**config.mk**
```make
export PLATFORM = sky130hd
export DESIGN_NAME = redma_rd_ctrl
export DESIGN_NICKNAME = d
export VERILOG_FILES = /design/src/rtl/redma_rd_ctrl_pkg.sv /design/src/rtl/redma_burst_split.sv /design/src/rtl/redma_rd_ctrl.sv
export SDC_FILE = /design/constraint.sdc
export NUM_CORES = 1
export LEC_CHECK = 0
export ABC_AREA = 1
export BUFFER_PORTS_ARGS = -buffer_cell sky130_fd_sc_hd__buf_2
export CORE_AREA = 4 4 466 468
export DETAILED_ROUTE_END_ITERATION = 6
export DIE_AREA = 0 0 470 472
export PLACE_DENSITY = 0.32
export SETUP_SLACK_MARGIN = 0.5
export SLEW_MARGIN = 40
export SYNTH_ARGS = -nofsm -noshare
export SYNTH_HDL_FRONTEND = slang
export SYNTH_SLANG_ARGS = --single-unit
```
**constraint.sdc**
```tcl
create_clock -name clk -period 6.8 [get_ports clk]
set_input_delay 0.34 -clock clk [delete_from_list [all_inputs] [get_ports clk]]
set_output_delay 0.34 -clock clk [all_outputs]
set_load 0.05 [all_outputs]
```
**src/rtl/redma_rd_ctrl_pkg.sv**
```systemverilog
// Shared constants, types and burst-length arithmetic for the DMA read sequencer.
// Bursts are AXI4 INCR, capped at 256 beats and never crossing a 4 KB page.
package redma_rd_ctrl_pkg;

   localparam logic [1:0] AXI_BURST_INCR = 2'b01;
   localparam int         AXI_4K_BYTES   = 4096;
   localparam int         AXI_MAX_BEATS  = 256;

   localparam int CMD_ADDR_W = 64;
   localparam int CMD_LEN_W  = 32;

   typedef struct packed {
      logic [CMD_ADDR_W-1:0] addr;
      logic [CMD_LEN_W-1:0]  nbeats;
   } rd_cmd_t;

   typedef enum logic [1:0] {
      ST_IDLE  = 2'd0,
      ST_CALC  = 2'd1,
      ST_ISSUE = 2'd2,
      ST_DRAIN = 2'd3
   } rd_state_e;

   // rem_cap is the remaining count already clamped to AXI_MAX_BEATS, so the
   // result is min(remaining, 256, beats left in the current 4 KB page).
   function automatic logic [8:0] calc_blen(input logic [11:0] addr_lo,
                                            input logic [8:0]  rem_cap,
                                            input logic [2:0]  sz);
      logic [12:0] beats_4k;
      beats_4k = (13'(AXI_4K_BYTES) - {1'b0, addr_lo}) >> sz;
      if ({4'd0, rem_cap} <= beats_4k) begin
         return rem_cap;
      end
      return beats_4k[8:0];
   endfunction

endpackage

```
**src/rtl/redma_burst_split.sv**
```systemverilog
// Combinational burst sizing: picks the next burst length from the current
// page offset and the beats still owed to the command.
module redma_burst_split
   import redma_rd_ctrl_pkg::*;
#(
   parameter int LEN_WIDTH = 32,
   parameter int SZ        = 6
) (
   input  logic [11:0]          addr_lo_i,
   input  logic [LEN_WIDTH-1:0] remaining_i,
   output logic [8:0]           blen_o,
   output logic [7:0]           arlen_o
);

   logic [8:0] rem_cap;

   always_comb begin
      if (remaining_i >= LEN_WIDTH'(AXI_MAX_BEATS)) begin
         rem_cap = 9'(AXI_MAX_BEATS);
      end else begin
         rem_cap = remaining_i[8:0];
      end
   end

   assign blen_o  = calc_blen(addr_lo_i, rem_cap, 3'(SZ));
   assign arlen_o = 8'(blen_o - 9'd1);

endmodule

```
**src/rtl/redma_rd_ctrl.sv**
```systemverilog
// DMA read-side sequencer: splits queued read commands into AXI4 INCR bursts
// with bounded outstanding count, and streams R data straight into the sink FIFO.
module redma_rd_ctrl
   import redma_rd_ctrl_pkg::*;
#(
   parameter int ADDR_WIDTH      = 64,
   parameter int DATA_WIDTH      = 512,
   parameter int LEN_WIDTH       = 32,
   parameter int MAX_OUTSTANDING = 4
) (
   input  logic                            clk,
   input  logic                            rst,
   input  logic                            cmd_empty_i,
   output logic                            cmd_read_o,
   input  logic [ADDR_WIDTH+LEN_WIDTH-1:0] cmd_data_i,
   output logic                            arvalid_o,
   input  logic                            arready_i,
   output logic [ADDR_WIDTH-1:0]           araddr_o,
   output logic [7:0]                      arlen_o,
   output logic [2:0]                      arsize_o,
   output logic [1:0]                      arburst_o,
   input  logic                            rvalid_i,
   output logic                            rready_o,
   input  logic [DATA_WIDTH-1:0]           rdata_i,
   input  logic                            rlast_i,
   input  logic                            dout_full_i,
   output logic                            dout_write_o,
   output logic [DATA_WIDTH-1:0]           dout_data_o,
   output logic                            busy_o,
   output logic                            done_o
);

   localparam int BYTES = DATA_WIDTH / 8;
   localparam int SZ    = $clog2(BYTES);
   localparam int OS_W  = $clog2(MAX_OUTSTANDING + 1);
   localparam logic [OS_W-1:0] OS_MAX = OS_W'(MAX_OUTSTANDING);

   rd_state_e state_q, state_d;

   logic [ADDR_WIDTH-1:0] addr_q, addr_d;
   logic [ADDR_WIDTH-1:0] araddr_q, araddr_d;
   logic [LEN_WIDTH-1:0]  remaining_q, remaining_d;
   logic [8:0]            blen_q, blen_d;
   logic [7:0]            arlen_q, arlen_d;
   logic                  busy_q, busy_d;
   logic                  ar_hold_q, ar_hold_d;
   logic [OS_W-1:0]       os_q, os_d;

   logic [ADDR_WIDTH-1:0] cmd_addr;
   logic [LEN_WIDTH-1:0]  cmd_nbeats;
   logic [8:0]            split_blen;
   logic [7:0]            split_arlen;
   logic                  ar_fire;
   logic                  rlast_fire;

   assign {cmd_addr, cmd_nbeats} = cmd_data_i;

   redma_burst_split #(
      .LEN_WIDTH (LEN_WIDTH),
      .SZ        (SZ)
   ) u_split (
      .addr_lo_i   (addr_q[11:0]),
      .remaining_i (remaining_q),
      .blen_o      (split_blen),
      .arlen_o     (split_arlen)
   );

   // Zero-latency R pass-through; full stalls the slave rather than dropping beats.
   assign rready_o     = !rst && !dout_full_i;
   assign dout_write_o = rvalid_i && rready_o;
   assign dout_data_o  = rdata_i;

   assign ar_fire    = arvalid_o && arready_i;
   assign rlast_fire = rvalid_i && rready_o && rlast_i;

   assign araddr_o  = araddr_q;
   assign arlen_o   = arlen_q;
   assign arsize_o  = 3'(SZ);
   assign arburst_o = AXI_BURST_INCR;
   assign busy_o    = busy_q;

   always_ff @(posedge clk) begin
      if (rst) begin
         state_q <= ST_IDLE;
      end else begin
         state_q <= state_d;
      end
   end

   always_comb begin
      state_d = state_q;
      case (state_q)
         ST_IDLE:  if (!cmd_empty_i) state_d = ST_CALC;
         ST_CALC:  state_d = (remaining_q == '0) ? ST_DRAIN : ST_ISSUE;
         ST_ISSUE: if (ar_fire) state_d = ST_CALC;
         ST_DRAIN: if (os_q == '0) state_d = ST_IDLE;
         default:  state_d = ST_IDLE;
      endcase
   end

   // Once raised, arvalid is held by ar_hold_q even if the outstanding room closes.
   always_comb begin
      cmd_read_o = 1'b0;
      arvalid_o  = 1'b0;
      done_o     = 1'b0;
      if (!rst) begin
         case (state_q)
            ST_IDLE:  cmd_read_o = !cmd_empty_i;
            ST_ISSUE: arvalid_o  = ar_hold_q || (os_q < OS_MAX);
            ST_DRAIN: done_o     = (os_q == '0);
            default:  ;
         endcase
      end
   end

   always_comb begin
      addr_d      = addr_q;
      araddr_d    = araddr_q;
      remaining_d = remaining_q;
      blen_d      = blen_q;
      arlen_d     = arlen_q;
      busy_d      = busy_q;
      ar_hold_d   = arvalid_o && !arready_i;
      os_d        = os_q;

      if (cmd_read_o) begin
         addr_d      = cmd_addr;
         remaining_d = cmd_nbeats;
         busy_d      = 1'b1;
      end
      if (state_q == ST_CALC && remaining_q != '0) begin
         araddr_d = addr_q;
         arlen_d  = split_arlen;
         blen_d   = split_blen;
      end
      if (ar_fire) begin
         addr_d      = addr_q + (ADDR_WIDTH'(blen_q) << SZ);
         remaining_d = remaining_q - LEN_WIDTH'(blen_q);
      end
      if (done_o) begin
         busy_d = 1'b0;
      end

      case ({ar_fire, rlast_fire && (os_q != '0)})
         2'b10:   os_d = os_q + 1'b1;
         2'b01:   os_d = os_q - 1'b1;
         default: os_d = os_q;
      endcase
   end

   always_ff @(posedge clk) begin
      if (rst) begin
         addr_q      <= '0;
         araddr_q    <= '0;
         remaining_q <= '0;
         blen_q      <= '0;
         arlen_q     <= '0;
         busy_q      <= 1'b0;
         ar_hold_q   <= 1'b0;
         os_q        <= '0;
      end else begin
         addr_q      <= addr_d;
         araddr_q    <= araddr_d;
         remaining_q <= remaining_d;
         blen_q      <= blen_d;
         arlen_q     <= arlen_d;
         busy_q      <= busy_d;
         ar_hold_q   <= ar_hold_d;
         os_q        <= os_d;
      end
   end

   // A last beat with nothing outstanding means the slave returned an unrequested burst.
   assert property (@(posedge clk) disable iff (rst) !(rlast_fire && os_q == '0));

endmodule
```
# ---- After elaboration in Yosys (flattened, before gate mapping)
# Index checks and enable logic that the tools add are counted.
dict set report classes {
  addsub 6
  magnitude_cmp 3
  eq_ne 8
  mux 20
  reduce_logical 21
}
# cell n
set op_table {}
lappend op_table {{$mux 64} 2}
lappend op_table {{$add 64x15->64} 1}
lappend op_table {{$mux 32} 2}
lappend op_table {{$ge 32x9->1 const B} 1}
lappend op_table {{$logic_not 32->1} 1}
lappend op_table {{$reduce_bool 32->1} 1}
lappend op_table {{$sub 32x9->32} 1}
lappend op_table {{$mux 9} 3}
lappend op_table {{$sub 13x12->13 const A} 1}
lappend op_table {{$le 9x7->1} 1}
lappend op_table {{$mux 1} 8}
lappend op_table {{$pmux 2 s4} 1}
lappend op_table {{$sub 8x1->8 const B} 1}
lappend op_table {{$logic_and 1x1->1} 7}
lappend op_table {{$eq 2x2->1 const B} 3}
lappend op_table {{$mux 2} 3}
lappend op_table {{$ne 2x2->1 const B} 3}
lappend op_table {{$pmux 3 s2} 1}
lappend op_table {{$eq 2x1->1 const B} 2}
lappend op_table {{$logic_not 1->1} 4}
lappend op_table {{$reduce_bool 2->1} 2}
lappend op_table {{$add 3x1->3 const B} 1}
lappend op_table {{$logic_not 3->1} 1}
lappend op_table {{$lt 3x3->1 const B} 1}
lappend op_table {{other kinds (6)} 6}
dict set report totals {
  register_bits 184
  input_bits 615
}

# ---- Longest topological paths before layout
# Gate-level depths: netlist of run 1.
dict set report depth {
  ltp_word 7
  mapped_depth 27
  ltp_nobuf 26
}

# ---- Modules after synthesis
# From an unflattened synthesis of run 1, not the netlist that was laid out.
dict set report unflattened {
  hier_cells 2520
  area_unflattened_um2 15797.7
}
# mod instances cells_each area_per_inst_um2
set by_module_without_submodules {}
lappend by_module_without_submodules {redma_rd_ctrl 1 2360 14944.3}
lappend by_module_without_submodules {redma_burst_split 1 160 853.3}

# ---- Worst setup path before layout of run 1
# OpenSTA, ideal clock, no wires.
dict set report synth_path {
  path_kind {input port to flip-flop}
  startpoint {in rst}
  endpoint {reg os_q[2]}
  setup_ns 0.122
  arrival_time_ns 2.797
  path_slack_ns 3.881
  stages 13
  path_buffers 1
  cell_sequence {buf_2 nor2_1 nand2_1 inv_1 nand2_1 nor2_1 ha_1 inv_1 fa_1 a21oi_1 o21ai_0 o21ai_0 a21oi_1}
}
dict set report synth_via {
  elab_chain_len 7
}
# element line
set synth_rtl {}
lappend synth_rtl {{start, declared} redma_rd_ctrl.sv:12} ;# input logic rst,
lappend synth_rtl {{$logic_not 1->1 *} --}
lappend synth_rtl {{$logic_and 1x1->1 *} redma_rd_ctrl.sv:69} ;# assign rready_o = !rst && !dout_full_i;
lappend synth_rtl {{via rready_o} redma_rd_ctrl.sv:23} ;# output logic rready_o,
lappend synth_rtl {{$logic_and 1x1->1 *} --}
lappend synth_rtl {{via dout_write_o} redma_rd_ctrl.sv:27} ;# output logic dout_write_o,
lappend synth_rtl {{$logic_and 1x1->1 *} redma_rd_ctrl.sv:74} ;# assign rlast_fire = rvalid_i && rready_o && rlast_i;
lappend synth_rtl {{$logic_and 1x1->1 *} redma_rd_ctrl.sv:144} ;# case ({ar_fire, rlast_fire && (os_q != '0)})
lappend synth_rtl {{$eq 2x1->1 or $eq 2x2->1 (tied branches)} redma_rd_ctrl.sv:144}
lappend synth_rtl {{$pmux 3 s2 or $reduce_bool 2->1 (tied branches)} --}
lappend synth_rtl {{end signal, assigned} redma_rd_ctrl.sv:169} ;# os_q <= os_d;
lappend synth_rtl {{end, declared} redma_rd_ctrl.sv:47} ;# logic [OS_W-1:0] os_q, os_d;
# The timed path passes the listed nets; every way through them passes the cells marked *.
# A chain may end at the register's enable or synchronous reset.

# ---- Worst setup path in the final report of run 1
dict set report layout_path {
  startpoint {reg addr_q[7]}
  endpoint {reg arlen_q[6], in the netlist arlen_o[6]}
}
dict set report layout_via {
  elab_chain_len 5
}
# element line
set layout_rtl {}
lappend layout_rtl {{start, declared} redma_rd_ctrl.sv:40} ;# logic [ADDR_WIDTH-1:0] addr_q, addr_d;
lappend layout_rtl {{start signal, assigned} redma_rd_ctrl.sv:162} ;# addr_q <= addr_d;
lappend layout_rtl {{$sub 13x12->13 *} redma_rd_ctrl_pkg.sv:30} ;# beats_4k = (13'(AXI_4K_BYTES) - {1'b0, addr_lo}) >> sz;
lappend layout_rtl {{$le 9x7->1} redma_rd_ctrl_pkg.sv:31} ;# if ({4'd0, rem_cap} <= beats_4k) begin
lappend layout_rtl {{$mux 1} redma_rd_ctrl_pkg.sv:31}
lappend layout_rtl {{$mux 9 *} redma_rd_ctrl_pkg.sv:34} ;# return beats_4k[8:0];
lappend layout_rtl {{$sub 8x1->8 *} redma_burst_split.sv:26} ;# assign arlen_o = 8'(blen_o - 9'd1);
lappend layout_rtl {{end signal, assigned} redma_rd_ctrl.sv:166} ;# arlen_q <= arlen_d;
lappend layout_rtl {{end, declared} redma_rd_ctrl.sv:44} ;# logic [7:0] arlen_q, arlen_d;
# Every way passes the cells marked *; elsewhere a longest branch is shown, timed or not.

==> results of run 1 <==
==> report_power, final <==
part	total [mW]	internal (mW)	leakage, nW	switching [mW]
clock network	1.13	0.509	0.299	0.619
logic	2.44	0.576	3.77	1.87
registers	1.48	1.29	1.50	0.186
==> timing repair <==
action                                 CTS  global route
endpoints found under the hold margin    1             0
hold buffers                             1             0
setup endpoints to repair                0             0
==> cell type report <==
cell class                      count  area, sq um
Multi-Input combinational cell   1223         6162
Antenna cell                        4        10.01
Sequential cell                   184         3684
Tap cell                         2838         3551
Timing Repair Buffer              191        992.2
Clock buffer                       17        425.4
Inverter                          210        797.0
Clock inverter                     15        200.2
Fill cell                       25448       197700
==> worst reg2reg max path: stages (launching register included) <==
cell	delay [ns]
dfxtp_1	0.36
inv_1	0.35
nand2_1	0.16
nor2_1	0.24
nand2_1	0.11
nand2_1	0.08
nand2_1	0.12
ha_1	0.33
nand2_1	0.07
nor2_1	0.16
nand2_1	0.07
nand3_1	0.07
nand2_1	0.05
nand2_1	0.09
nand2_4	0.10
nand2_4	0.21
nand2_1	0.08
nand2_1	0.18
ha_1	0.22
nand3_1	0.16
nor2_1	0.18
nand3_1	0.08
nand3_1	0.09
nand2_1	0.05
inv_1	0.06
==> Yosys cell counts (17+ instances only) <==
| library cell | n |
|---|---|
| o21ai_0 | 158 |
| nand3_1 | 81 |
| dfxtp_1 | 184 |
| ha_1 | 27 |
| a21oi_1 | 139 |
| buf_2 | 22 |
| buf_4 | 523 |
| nand2_1 | 368 |
| nor4_1 | 17 |
| clkbuf_1 | 30 |
| inv_1 | 198 |
| a31oi_1 | 49 |
| nand4_1 | 25 |
| nor2_1 | 198 |
| xor2_1 | 40 |
| nor3_1 | 28 |
==> kinds of logic after synthesis <==
logic type	count (synthesis)	share of synthesized area
buffers and inverters	803	0.3407
and+or+nand+nor	768	0.2235
AOI/OAI and AO/OA	377	0.1362
DFF	184	0.2471
xor gates and xnor gates	43	0.02527
adders and majority gates	30	0.02669
other	2	0.0005038
==> flip-flops by register name, indices dropped and copies added, names as in the netlist <==
name / cells
remaining_q: 32
os_q: 3
state_q: 2
arlen_o: 8
addr_q: 64
ar_hold_q: 1
busy_o: 1
blen_q: 9
araddr_o: 64
==> worst min path at each step <==
stage / from / to / depth (start not counted)
2_1_floorplan: arready_i / ar_hold_q$_SDFF_PP0_ / 1
3_3_place_gp: addr_q[4]$_SDFFE_PP0P_ / addr_q[4]$_SDFFE_PP0P_ / 2
3_5_place_dp: addr_q[4]$_SDFFE_PP0P_ / addr_q[4]$_SDFFE_PP0P_ / 2
4_1_cts: cmd_data_i[71] / addr_q[39]$_SDFFE_PP0P_ / 3
5_1_grt: cmd_data_i[87] / addr_q[55]$_SDFFE_PP0P_ / 3
6_report: cmd_data_i[93] / addr_q[61]$_SDFFE_PP0P_ / 3
==> per-layer routing <==
layer / vias to the layer above / part of all wire / global-route usage
met5: - / 0.00035 / 0.0008652
met4: 6 / 0.061 / 0.05948
met1: 5702 / 0.28 / 0.08084
li1: 5808 / - / -
met3: 308 / 0.20 / 0.09217
met2: 865 / 0.45 / 0.1611
==> results.md, run 1 <==
* Root buffer cell: clkbuf_16
* Largest net degree at the start of global routing at 85
* CP Launch Type: register
* Post-synthesis sequential area ratio at 0.2471
* Worst-Margin Slew at 0.8300 ns
* Floorplan core area at 213600 sq um
* Max Root-Sink Buffers at 2
* Die X at 470 um
* Worst path depth at 24
* Final worst-path setup slack at 3.103 ns
* Peak VDD IR at 0.2060 mV
* Crit share post-route at 0.5437
* Min-delay worst type: primary input to register
* CTS tree: done
* Final Critical Period at 3.697 ns
* Synth area leaders: buf_4 (26%), dfxtp_1 (25%), nand2_1 (9.3%)
* Area growth syn-to-layout at 6.144%
* Die Y at 472 um
* Post-synth ARST share at 0
* Final Hold Fails at 0
* Worst path buffer plus inverter count at 2
* R2R Path Start: addr_q[7]$_SDFFE_PP0P_
* Synth area leader: buf_4
* Routed wire length at 115700 um
* Reg2reg path depth at 24
* Design area at 15820 sq um
* Initial antenna violation count at 20
* Commonest non-fill, non-tap cell in the layout: nand2_1
* Max Clk Rate at 270.5 MHz
* WS Path Type: register to register
* Unrepaired setup endpoints after global routing: false
* Most frequent cells in the layout: nand2_1 (368), nor2_1 (197), inv_1 (197)
* DRC viols at 0
* Syn_area_per_cell at ~6.8 sq um
* Outcome: completed
* Total Power at 5.054 mW
* CP required at 7.26 ns
* Die ar. at around 220000 sq um
* Worst flop-to-flop path endpoint: arlen_o[6]$_SDFFE_PP0P_
* CP max stage delay at 0.36 ns
* DR pass1 iterations at 5
* # Max-Cap Violations at 0
* Pre-CTS setup slack at 2.559 ns
* DR WL/cell at 24.71 um
* PortBufs at 180
* Main synth FF type: dfxtp_1
* H-tree levels at 4
* Iter 0 DRT Violations at 825
* # IOs at 1210
* Worst-path fanout max at 15
* PwrDens at roughly 320 nW/um^2
* Hold_ws at 0.09436 ns
* Pins Over Slew Limit at 0
* Post-DP HPWL at 101200 um
* Post-DRT Antenna Nets at 0
* Most used cell, CP: nand2_1
* Arrival @ worst endpoint at 4.16 ns
* Number of global-route vias before repair at 12843
* Grt ovf at 0
* Fin Setup TNS at 0 ns
* Number of synthesized flops with an enable pin at 0
* Yosys top cell area share at 0.2634
* Max-slew headroom at 0.4408
* Sink Count at between 150 and 200
* DP Area at 15180 sq um
* Cts repair resizes at 0
* Global-route wire length before repair at 144600 um
* Gp weighted congestion at between 0.8 and 0.9
* Post-Syn Area at 14910 sq um
* CP Launch Point: addr_q[7]$_SDFFE_PP0P_
* CTS buffer count at 17
* Fin cells at 4682
* Fin util at 0.07409
* Std-Cell Rows at 170
* Fin nets at 2472
* Post-CTS Setup Bufs at 0
* CP top delay family: simple AND/OR/NAND/NOR gates
* Distinct cell type count after synthesis at 44
* Worst-path clk slew at 0.10 ns
* Final setup violation count at 0
* Total track usage at 0.1005
* Yosys warnings at 0
* Layout cell share with drive strength beyond 1 at 0.1554
* Crit path cell chain: inv_1 > nand2_1 > nor2_1 > nand2_1 > nand2_1 > nand2_1 > ha_1 > nand2_1 > nor2_1 > nand2_1 > nand3_1 > nand2_1 > nand2_1 > nand2_4 > nand2_4 > nand2_1 > nand2_1 > ha_1 > nand3_1 > nor2_1 > nand3_1 > nand3_1 > nand2_1 > inv_1
* Post-synthesis register bit count at 184
* Pleak at roughly 5.6 nW
* Clock skew at 0.02888 ns
* Total vias in the final route at about 13000
* Worst setup path end: arlen_o[6]$_SDFFE_PP0P_
* Vias per Instance at between 2 and 3
* Inst Count DP at about 4600
* Worst Setup End Kind: register
* Mapped Cells at approximately 2200
* Crit-path slowest cell: dfxtp_1
* Flop-to-flop setup slack at slightly above 3 ns
* Clk_lat worst skew at roughly 0.53 ns
* Initial core utilization at 0.06980
Power figures use the tool's default switching activity.
==> run 2, diff against run 1 <==
--- a/config.mk
+++ b/config.mk
@@ -5,11 +5,11 @@
 export SDC_FILE = /design/constraint.sdc
 export NUM_CORES = 1
 export LEC_CHECK = 0
-export ABC_AREA = 1
+export ABC_AREA = 0
 export BUFFER_PORTS_ARGS = -buffer_cell sky130_fd_sc_hd__buf_2
-export CORE_AREA = 4 4 466 468
+export CORE_AREA = 4 4 471 473
 export DETAILED_ROUTE_END_ITERATION = 6
-export DIE_AREA = 0 0 470 472
+export DIE_AREA = 0 0 475 477
 export PLACE_DENSITY = 0.32
 export SETUP_SLACK_MARGIN = 0.5
 export SLEW_MARGIN = 40
==> constraint.sdc (replaced) <==
create_clock -name clk -period 3.3 [get_ports clk]
set_input_delay 0.165 -clock clk [delete_from_list [all_inputs] [get_ports clk]]
set_output_delay 0.165 -clock clk [all_outputs]
set_load 0.05 [all_outputs]
==> results.md, run 2 <==
* Outcome: finished, violations left (was completed)
* Violated checks: setup timing
* Worst Setup End Kind: register (unchanged)
* Crit path cell chain: nor4_4 > nand3_2 > or3_4 > or3_4 > nand2_4 > ha_4 > o21a_1 > o22ai_2 > a31oi_2 > nor4b_4 > buf_6 > mux2i_4 > ha_4 > buf_6 > nand2_2 > nor2_1 > nand2_1 > o21ai_1 > o211ai_1 > a21oi_1 (was inv_1 > nand2_1 > nor2_1 > nand2_1 > nand2_1 > nand2_1 > ha_1 > nand2_1 > nor2_1 > nand2_1 > nand3_1 > nand2_1 > nand2_1 > nand2_4 > nand2_4 > nand2_1 > nand2_1 > ha_1 > nand3_1 > nor2_1 > nand3_1 > nand3_1 > nand2_1 > inv_1)
* FF/Latch Area at 3691 sq um (was 3684 sq um)
* Number of synthesized flops with an enable pin at 0 (unchanged)
* Total track usage at 0.09213 (was 0.1005)
* DR pass1 iterations at 5 (unchanged)
* CP top delay family: simple AND/OR/NAND/NOR gates (unchanged)
* Vias per Instance at 2.665 (was 2.710)
* Pre-CTS setup slack at -0.6583 ns (was 2.559 ns)
* Post-DRT Antenna Nets at 0 (unchanged)
* Final worst-path setup slack at -0.4475 ns (was 3.103 ns)
* Floorplan core area at 217000 sq um (was 213600 sq um)
* Most frequent cells in the layout: nand2_1 (252), buf_2 (179), dfxtp_1 (178) (was nand2_1 (368), nor2_1 (197), inv_1 (197))
* Worst-path fanout max at 4 (was 15)
* Grt ovf at 0 (unchanged)
* Area growth syn-to-layout at 24.96% (was 6.144%)
* Fin cells at 4487 (was 4682)
* Largest net degree at the start of global routing at 102 (was 85)
* Post-synthesis sequential area ratio at 0.2701 (was 0.2471)
* Inst Count DP at 4333 (was 4645)
* Most common cell in the netlist: buf_4 (unchanged)
* Distinct cell type count after synthesis at 76 (was 44)
* # Max-Cap Violations at 0 (unchanged)
* Unrepaired setup endpoints after global routing: true (was false)
* Total vias in the final route at 11960 (was 12689)
* Layout fillers at 25611 (was 25448)
* Iter 0 DRT Violations at 645 (was 825)
* Sink Count at 184 (unchanged)
* Fin Setup TNS at -2.249 ns (was 0 ns)
* Worst-Margin Slew at 0.7118 ns (was 0.8300 ns)
* Clock skew at 0.01797 ns (was 0.02888 ns)
* Die X at 475 um (was 470 um)
* PwrDens at 495.5 nW/um^2 (was 319.4 nW/um^2)
* Layout cell share with drive strength beyond 1 at 0.2684 (was 0.1554)
* Post-synthesis register bit count at 184 (unchanged)
* Main synth FF type: dfxtp_1 (unchanged)
* CP required at 3.73 ns (was 7.26 ns)
* Worst-path clk slew at 0.09 ns (was 0.10 ns)
* Arrival @ worst endpoint at 4.18 ns (was 4.16 ns)
* Pleak at 5.476 nW (was 5.568 nW)
* Yosys warnings at 0 (unchanged)
* Gp weighted congestion at 0.7460 (was 0.8191)
* Post-DP HPWL at 92360 um (was 101200 um)
* Commonest non-fill, non-tap cell in the layout: nand2_1 (unchanged)
* # IOs at 1210 (unchanged)
* WHS Endpoint: addr_q[16]$_SDFFE_PP0P_ (was addr_q[61]$_SDFFE_PP0P_)
* Clk_lat worst skew at 0.51 ns (was 0.53 ns)
* Worst flop-to-flop path endpoint: arlen_o[6]$_SDFFE_PP0P_ (unchanged)
* Worst hold start: cmd_data_i[48] (was cmd_data_i[93])
* Number of global-route vias before repair at 12208 (was 12843)
* Peak VDD IR at 0.4089 mV (was 0.2060 mV)
* Std-Cell Rows at 171 (was 170)
* Mapped Cells at 1781 (was 2207)
* Final Hold Fails at 0 (unchanged)
* Synth area leader: buf_4 (unchanged)
* Hold_ws at 0.01989 ns (was 0.09436 ns)
* Fin nets at 2249 (was 2472)
* Reg2reg path depth at 20 (was 24)
* Syn_area_per_cell at 7.658 sq um (was 6.754 sq um)
* Max Clk Rate at 266.8 MHz (was 270.5 MHz)
* Multi-input logic area at 5972 sq um (was 6162 sq um)
* Max-slew headroom at 0.5255 (was 0.4408)
* CTS buffer count at 17 (unchanged)
* Worst path buffer plus inverter count at 2 (unchanged)
* CP Launch Type: register (unchanged)
* Root buffer cell: clkbuf_16 (unchanged)
* Final setup violation count at 14 (was 0)
* Max Root-Sink Buffers at 2 (unchanged)
* Crit-path slowest cell: or3_4 (was dfxtp_1)
* R2R Path Start: addr_q[0]$_SDFFE_PP0P_ (was addr_q[7]$_SDFFE_PP0P_)
* Die ar. at 226600 sq um (was 221800 sq um)
* Fin util at 0.07856 (was 0.07409)
* Post-Syn Area at 13640 sq um (was 14910 sq um)
* H-tree levels at 4 (unchanged)
* Synth area leaders: buf_4 (29%), dfxtp_1 (27%), nand2_1 (7.1%) (was buf_4 (26%), dfxtp_1 (25%), nand2_1 (9.3%))
* Pins Over Slew Limit at 0 (unchanged)
* Crit share post-route at 1.136 (was 0.5437)
* Yosys top cell area share at 0.2857 (was 0.2634)
* Design area at 17040 sq um (was 15820 sq um)
* Hold Crit Depth at 3 (unchanged)
* DRC viols at 0 (unchanged)
* DP Area at 14970 sq um (was 15180 sq um)
* Die Y at 477 um (was 472 um)
* Post-synth ARST share at 0 (unchanged)
* CP max stage delay at 0.39 ns (was 0.36 ns)
* Initial antenna violation count at 46 (was 20)
* Min-delay worst type: primary input to register (unchanged)
* Synth top cells by count: buf_4 (519), nand2_1 (258), dfxtp_1 (184) (was buf_4 (523), nand2_1 (368), inv_1 (198), nor2_1 (198), dfxtp_1 (184))
* PortBufs at 180 (unchanged)
* CTS tree: done (unchanged)
* Routed wire length at 109200 um (was 115700 um)
* Global-route wire length before repair at 135400 um (was 144600 um)
* Initial core utilization at 0.06287 (was 0.06980)
* DR WL/cell at 24.34 um (was 24.71 um)
* WS Path Type: register to register (unchanged)
* Total Power at 8.446 mW (was 5.054 mW)
* Final Critical Period at 3.747 ns (was 3.697 ns)
* Flop-to-flop setup slack at -0.45 ns (was 3.10 ns)
## run 2: changes by cell type after synthesis, sizes merged, moves of 27 or more
| cell | previous run | this run |
|---|---|---|
| or3 | 0 | 29 |
| o21ai | 173 | 51 |
| nor2 | 215 | 72 |
| xor2 | 40 | 11 |
| nand2 | 382 | 258 |
| buf | 558 | 531 |
| inv | 210 | 27 |
| clkbuf | 35 | 75 |
| nand3 | 85 | 45 |
## run 2: area by class of cell
type                            count  area share
Antenna cell                       16    0.002349
Clock buffer                       17     0.02496
Clock inverter                     15     0.01131
Inverter                           28    0.006460
Multi-Input combinational cell    966      0.3504
Sequential cell                   184      0.2166
Tap cell                         2854      0.2095
Timing Repair Buffer              407      0.1785
## run 2: worst reg2reg max path: stages, from the launching register on
cell      delay, ns
dfxtp_2        0.34
nor4_4         0.32
nand3_2        0.12
or3_4          0.38
or3_4          0.39
nand2_4        0.10
ha_4           0.19
o21a_1         0.17
o22ai_2        0.14
a31oi_2        0.07
nor4b_4        0.23
buf_6          0.16
mux2i_4        0.26
ha_4           0.19
buf_6          0.11
nand2_2        0.04
nor2_1         0.08
nand2_1        0.06
o21ai_1        0.08
o211ai_1       0.10
a21oi_1        0.16
## run 2: worst max path at each step
stage / slack, ns / to / cells past startpoint / startpoint
2_1_floorplan: -0.49 / arlen_o[4]$_SDFFE_PP0P_ / 17 / addr_q[5]$_SDFFE_PP0P_
3_3_place_gp: -0.65 / arlen_o[6]$_SDFFE_PP0P_ / 18 / addr_q[5]$_SDFFE_PP0P_
3_5_place_dp: -0.66 / arlen_o[4]$_SDFFE_PP0P_ / 16 / addr_q[5]$_SDFFE_PP0P_
4_1_cts: -0.57 / arlen_o[6]$_SDFFE_PP0P_ / 19 / addr_q[2]$_SDFFE_PP0P_
5_1_grt: -0.67 / arlen_o[6]$_SDFFE_PP0P_ / 20 / addr_q[0]$_SDFFE_PP0P_
6_report: -0.45 / arlen_o[6]$_SDFFE_PP0P_ / 20 / addr_q[0]$_SDFFE_PP0P_
## run 2: cell families (layout without fill, tap and decap cells)
family | Yosys count | in the layout | synth area share
buffers and inverters | 634 | 467 | 0.3188
and+or+nand+nor | 539 | 539 | 0.1907
AOI/OAI and AO/OA | 363 | 363 | 0.1715
DFF | 184 | 184 | 0.2701
adders and majority gates | 30 | 30 | 0.02917
xor gates and xnor gates | 24 | 24 | 0.01541
muxes | 5 | 5 | 0.003853
other | 2 | 21 | 0.0005506
## run 2: metal layers
metal | vias up | share of wire | track usage
met2 | 773 | 0.46 | 0.1507
met4 | 24 | 0.083 | 0.06618
met3 | 443 | 0.19 | 0.07864
met1 | 5430 | 0.27 | 0.07020
li1 | 5290 | - | -
met5 | - | 0.0016 | 0.001279
## run 2: power breakdown
part	internal, mW	leakage, nW	switching, mW
Clock	1.11	0.303	1.23
Sequential	2.44	1.50	0.212
Combinational	1.35	3.67	2.10
## run 2: what timing repair did
action / 4_1_cts / 5_1_grt
resized for setup: 48 / 49
endpoints found under the setup margin: 58 / 59
hold buffers: 89 / 0
cloned: 0 / 1
pin swaps: 17 / 22
endpoints found under the hold margin: 89 / 0
buffers inserted: 10 / 6
